===== src/rtl/serial_subtractor.sv =====
// Bit-serial subtractor: computes a - b LSB first, one bit per clock, over WIDTH RUN cycles.
// Define SERIAL_SUB_OVERFLOW_EN to register a two's-complement overflow flag; otherwise overflow is tied to 0.
module serial_subtractor #(
  parameter int WIDTH = 8
) (
  input  logic             clk,
  input  logic             rst,
  input  logic             start,
  input  logic [WIDTH-1:0] a,
  input  logic [WIDTH-1:0] b,
  output logic             busy,
  output logic             done,
  output logic [WIDTH-1:0] diff,
  output logic             borrow,
  output logic             overflow
);

  typedef enum logic [1:0] {IDLE, RUN, DONE} state_t;

  localparam int CNT_W = $clog2(WIDTH + 1);
  localparam logic [CNT_W-1:0] LAST_BIT = CNT_W'(WIDTH - 1);

  state_t           state_q, state_d;
  logic [CNT_W-1:0] cnt_q, cnt_d;
  logic [WIDTH-1:0] a_sh_q, a_sh_d;
  logic [WIDTH-1:0] b_sh_q, b_sh_d;
  logic [WIDTH-1:0] res_q, res_d;
  logic             bin_q, bin_d;
  logic             busy_q, busy_d;
  logic             done_q, done_d;
  logic [WIDTH-1:0] diff_q, diff_d;
  logic             borrow_q, borrow_d;
  logic             bit_d, bout_d;
`ifdef SERIAL_SUB_OVERFLOW_EN
  logic             a_msb_q, a_msb_d;
  logic             b_msb_q, b_msb_d;
  logic             ovf_q, ovf_d;
`endif

  always_comb begin
    bit_d  = a_sh_q[0] ^ b_sh_q[0] ^ bin_q;
    bout_d = (~a_sh_q[0] & b_sh_q[0]) | (~(a_sh_q[0] ^ b_sh_q[0]) & bin_q);

    state_d  = state_q;
    cnt_d    = cnt_q;
    a_sh_d   = a_sh_q;
    b_sh_d   = b_sh_q;
    res_d    = res_q;
    bin_d    = bin_q;
    busy_d   = 1'b0;
    done_d   = 1'b0;
    diff_d   = diff_q;
    borrow_d = borrow_q;
`ifdef SERIAL_SUB_OVERFLOW_EN
    a_msb_d  = a_msb_q;
    b_msb_d  = b_msb_q;
    ovf_d    = ovf_q;
`endif

    case (state_q)
      RUN: begin
        a_sh_d = a_sh_q >> 1;
        b_sh_d = b_sh_q >> 1;
        res_d  = {bit_d, res_q[WIDTH-1:1]};
        bin_d  = bout_d;
        cnt_d  = cnt_q + 1'b1;
        if (cnt_q == LAST_BIT) begin
          // Final bit: publish the result together with the done pulse.
          state_d  = DONE;
          done_d   = 1'b1;
          diff_d   = {bit_d, res_q[WIDTH-1:1]};
          borrow_d = bout_d;
`ifdef SERIAL_SUB_OVERFLOW_EN
          ovf_d    = (a_msb_q != b_msb_q) && (bit_d != a_msb_q);
`endif
        end else begin
          busy_d = 1'b1;
        end
      end
      default: begin
        if (start) begin
          state_d = RUN;
          busy_d  = 1'b1;
          a_sh_d  = a;
          b_sh_d  = b;
          bin_d   = 1'b0;
          cnt_d   = '0;
`ifdef SERIAL_SUB_OVERFLOW_EN
          a_msb_d = a[WIDTH-1];
          b_msb_d = b[WIDTH-1];
`endif
        end else begin
          state_d = IDLE;
        end
      end
    endcase
  end

  always_ff @(posedge clk) begin
    if (rst) begin
      state_q  <= IDLE;
      cnt_q    <= '0;
      a_sh_q   <= '0;
      b_sh_q   <= '0;
      res_q    <= '0;
      bin_q    <= 1'b0;
      busy_q   <= 1'b0;
      done_q   <= 1'b0;
      diff_q   <= '0;
      borrow_q <= 1'b0;
`ifdef SERIAL_SUB_OVERFLOW_EN
      a_msb_q  <= 1'b0;
      b_msb_q  <= 1'b0;
      ovf_q    <= 1'b0;
`endif
    end else begin
      state_q  <= state_d;
      cnt_q    <= cnt_d;
      a_sh_q   <= a_sh_d;
      b_sh_q   <= b_sh_d;
      res_q    <= res_d;
      bin_q    <= bin_d;
      busy_q   <= busy_d;
      done_q   <= done_d;
      diff_q   <= diff_d;
      borrow_q <= borrow_d;
`ifdef SERIAL_SUB_OVERFLOW_EN
      a_msb_q  <= a_msb_d;
      b_msb_q  <= b_msb_d;
      ovf_q    <= ovf_d;
`endif
    end
  end

  assign busy   = busy_q;
  assign done   = done_q;
  assign diff   = diff_q;
  assign borrow = borrow_q;
`ifdef SERIAL_SUB_OVERFLOW_EN
  assign overflow = ovf_q;
`else
  assign overflow = 1'b0;
`endif

endmodule


===== config.mk =====
export PLATFORM = sky130hd
export DESIGN_NAME = serial_subtractor
export DESIGN_NICKNAME = d
export VERILOG_FILES = /design/src/rtl/serial_subtractor.sv
export SDC_FILE = /design/constraint.sdc
export NUM_CORES = 1
export LEC_CHECK = 0
export BUFFER_PORTS_ARGS = -buffer_cell sky130_fd_sc_hd__buf_2
export CELL_PAD_IN_SITES_DETAIL_PLACEMENT = 2
export CELL_PAD_IN_SITES_GLOBAL_PLACEMENT = 2
export CORE_UTILIZATION = 35
export DETAILED_ROUTE_END_ITERATION = 8
export MAX_ROUTING_LAYER = met4
export PLACE_DENSITY_LB_ADDON = 0.05
export SLEW_MARGIN = 10
export SYNTH_ARGS = -nofsm -noshare
export SYNTH_HDL_FRONTEND = slang
export SYNTH_SLANG_ARGS = --single-unit
export TNS_END_PERCENT = 50

===== constraint.sdc =====
create_clock -name clk -period 2.6 [get_ports clk]
set_input_delay 0.13 -clock clk [delete_from_list [all_inputs] [get_ports clk]]
set_output_delay 0.13 -clock clk [all_outputs]
set_load 0.05 [all_outputs]

==> impl_metrics.csv <==
group,metric,value,unit
sta,fmax,634,MHz
sta,slew_headroom,0.583,
clock_tree,clk_path_buf_depth,2,
synth,synth_fp_nets,185,
drt,avgRoutedWirePerCell,16.0,µm
drt,drt-total-wl,3.83,mm
sta,finalSetupViolCount,0,
sta,fin_setup_tns,0,ps
clock_tree,cts.sinks,41,
synth,synth-seq-cells,41,
setup_path,required,2830,ps
sta,grt_setup_unrepaired,"no",
cells_and_area,n_antenna_cell,0,
setup_path,cp-startpoint,"state_q[1]$_SDFFE_PP0P_",
setup_path,r2r_setup_slack,1020,ps
clock_tree,root_buffer,"clkbuf_8",
cells_and_area,post_route_cells_drive_above_1_share,0.223,
sta,fin_crit,1580,ps
clock_tree,cts_resized,0,
synth,synth_enable_flop_cells,0,
sta,finClkSkew,5.15,ps
synth,syn_avg_cell_area,9.94,µm²
run_status,status,"finished clean",
global_routing,grt_pass1_vias,1351,
drt,post-route-drc-count,0,
setup_path,r2r-end,"diff[2]$_SDFFE_PP0P_",
synth,ys_seq_area_frac,0.503,
synth,synth_cell_types,29,
placed_design,port_buffers,29,
global_routing,grt-ovfl-total,0,
drt,via_count,1262,
placed_design,dp_hpwl,2.65,mm
synth,synthCells,164,
run,max_cap_viol_count,0,
floorplanning,core_area,4410,µm²
clock_tree,cts_tree,"done",
power_and_ir_drop,power.density,668,nW/µm²
clock_tree,cts_hold_buf,0,
clock_tree,clkLatencyLatePin,290,ps
setup_path,critPathKind,"reg -> reg",
floorplanning,rows,24,
global_routing,antenna_found_initial,0,
synth,synth_area,1630,µm²
setup_path,cp-end-kind,"flip-flop",
worst_hold_path,hp-class,"in -> reg",
floorplanning,die_h,70.3,µm
floorplanning,die_w,70.3,µm
synth,synth_warnings,0,
clock_tree,cts_buffers,5,
setup_path,cp-endpoint,"diff[2]$_SDFFE_PP0P_",
power_and_ir_drop,ir_drop,0.302,mV
setup_path,arrival,1810,ps
clock_tree,cts.clk_slew.worst_paths,80,ps
sta,timing.final.crit_share,0.607,
global_routing,grt_max_degree,43,
sta,tightest_slew,626,ps
global_routing,track_usage,0.178,
cells_and_area,nNetsFinal,208,
cells_and_area,final.fill_count,490,
sta,slew_viol_final,0,
floorplanning,initial_core_util,0.369,
drt,final_antenna_net_count,0,
clock_tree,postCtsSetupRepairBufs,0,
sta,hold_viol_final,0,
floorplanning,dieArea,4940,µm²
sta,setup_ws,1020,ps
drt,drt_iter0_drc,28,
setup_path,worst_setup_path_start_kind,"flip-flop",
setup_path,worstPathMaxFanout,42,
clock_tree,cts_htree_levels,2,
setup_path,reg2reg_from,"state_q[1]$_SDFFE_PP0P_",
setup_path,r2r_cells,3,
drt,drt_first_pass_iters,3,
placed_design,dp_slack,1030,ps
cells_and_area,area_growth_syn_to_layout,15.1,%
global_routing,grt_pass1_wl,6.57,mm
synth,synthArstFlopShare,0,
floorplanning,num_io_pins,31,
drt,viasPerCell,5.26,
placed_design,routabilityCongestion,0.661,
sta,holdWs,133,ps
synth,synth_flop_cell,"dfxtp_1",
power_and_ir_drop,p_leak,0.792,nW
## worst max-delay path: stages, from the launching register on
cell	delay [ps]
dfxtp_1	330
nand2b_4	340
nor4_4	600
a22o_1	240
## cell families (layout without fill, tap and decap cells)
kind of cell | Yosys count | in the layout | share of synthesized area
adders and majority gates | 2 | 2 | 0.0200
DFF | 41 | 41 | 0.503
AOI/OAI and AO/OA | 39 | 39 | 0.173
muxes | 17 | 17 | 0.105
other | 1 | 1 | 0.00230
and+or+nand+nor | 45 | 45 | 0.138
buffers and inverters | 19 | 43 | 0.0583
## where the power goes
group | switching, mW | internal (mW)
clock | 0.220 | 0.240
combinational | 0.0735 | 0.0489
sequential | 0.0162 | 0.654
## state kept, by name (all words and copies together) (netlist names)
register and cells:
a_sh_q 8, b_sh_q 8, bin_q 1, borrow 1
busy 1, cnt_q 4, diff 8, done 1
res_q 7, state_q 2
## per-stage QoR
stage	instances	utilization	power, mW	cell area (µm²)
final	240	0.425	1.25	1880
after detailed placement	232	0.402	0.810	1780
after global placement	232	0.402	0.802	1780
after CTS	240	0.425	1.27	1880
after global routing	240	0.425	1.31	1880
after floorplan	164	-	0.775	1630
## routing by layer
metal	routed length (µm)	vias up	track usage
met2	1910	27	0.297
met1	1750	610	0.211
met3	128	5	0.0476
li1	-	620	-
met5	0	-	-
met4	41	0	0.0467
## area by class of cell
class	count	area (µm²)	share of cell area
repair buffers	31	160	0.0853
flip-flops and latches	41	821	0.437
well taps	52	65.1	0.0347
inverters	4	15.0	0.00800
clock buffers	7	96.3	0.0513
clock inverters	1	5.00	0.00267
multi-input cells	104	714	0.381
## cell usage after synthesis, types with 2 or more instances
cell | count | share of area
a22o_1 | 9 | 0.048
o21a_1 | 2 | 0.0092
inv_1 | 4 | 0.0092
nor2_1 | 14 | 0.032
buf_2 | 7 | 0.021
mux2i_1 | 16 | 0.098
nor3_1 | 2 | 0.0061
nand2_1 | 17 | 0.039
a211oi_1 | 14 | 0.064
dfxtp_1 | 41 | 0.50
or3_1 | 2 | 0.0077
clkbuf_1 | 5 | 0.012
buf_4 | 2 | 0.0092
a21oi_1 | 11 | 0.034
nand3b_1 | 3 | 0.014
nand3_1 | 2 | 0.0061
## how the worst min path moves through the flow
stage	to	startpoint	slack, ps	depth (start not counted)
after global placement	a_sh_q[7]$_SDFFE_PP0P_	a[7]	420	3
after global routing	b_sh_q[3]$_SDFFE_PP0P_	b[3]	190	3
after CTS	b_sh_q[7]$_SDFFE_PP0P_	b[7]	130	3
after detailed placement	b_sh_q[7]$_SDFFE_PP0P_	b[7]	440	3
after floorplan	state_q[1]$_SDFFE_PP0P_	rst	240	1
final	b_sh_q[7]$_SDFFE_PP0P_	b[7]	130	3
## layout by cell type (no fill, tap or decap), types with 3 or more instances in the layout
cell type  synthesis  layout
inv_1              4       4
dfxtp_1           41      41
mux2i_1           16      16
a22o_1             9       9
nand3b_1           3       3
buf_2              7      29
a211oi_1          14      14
nand2_1           17      17
nor2_1            14      14
clkbuf_8           0       7
a21oi_1           11      11
No activity file was read; power rests on OpenSTA's default activity.
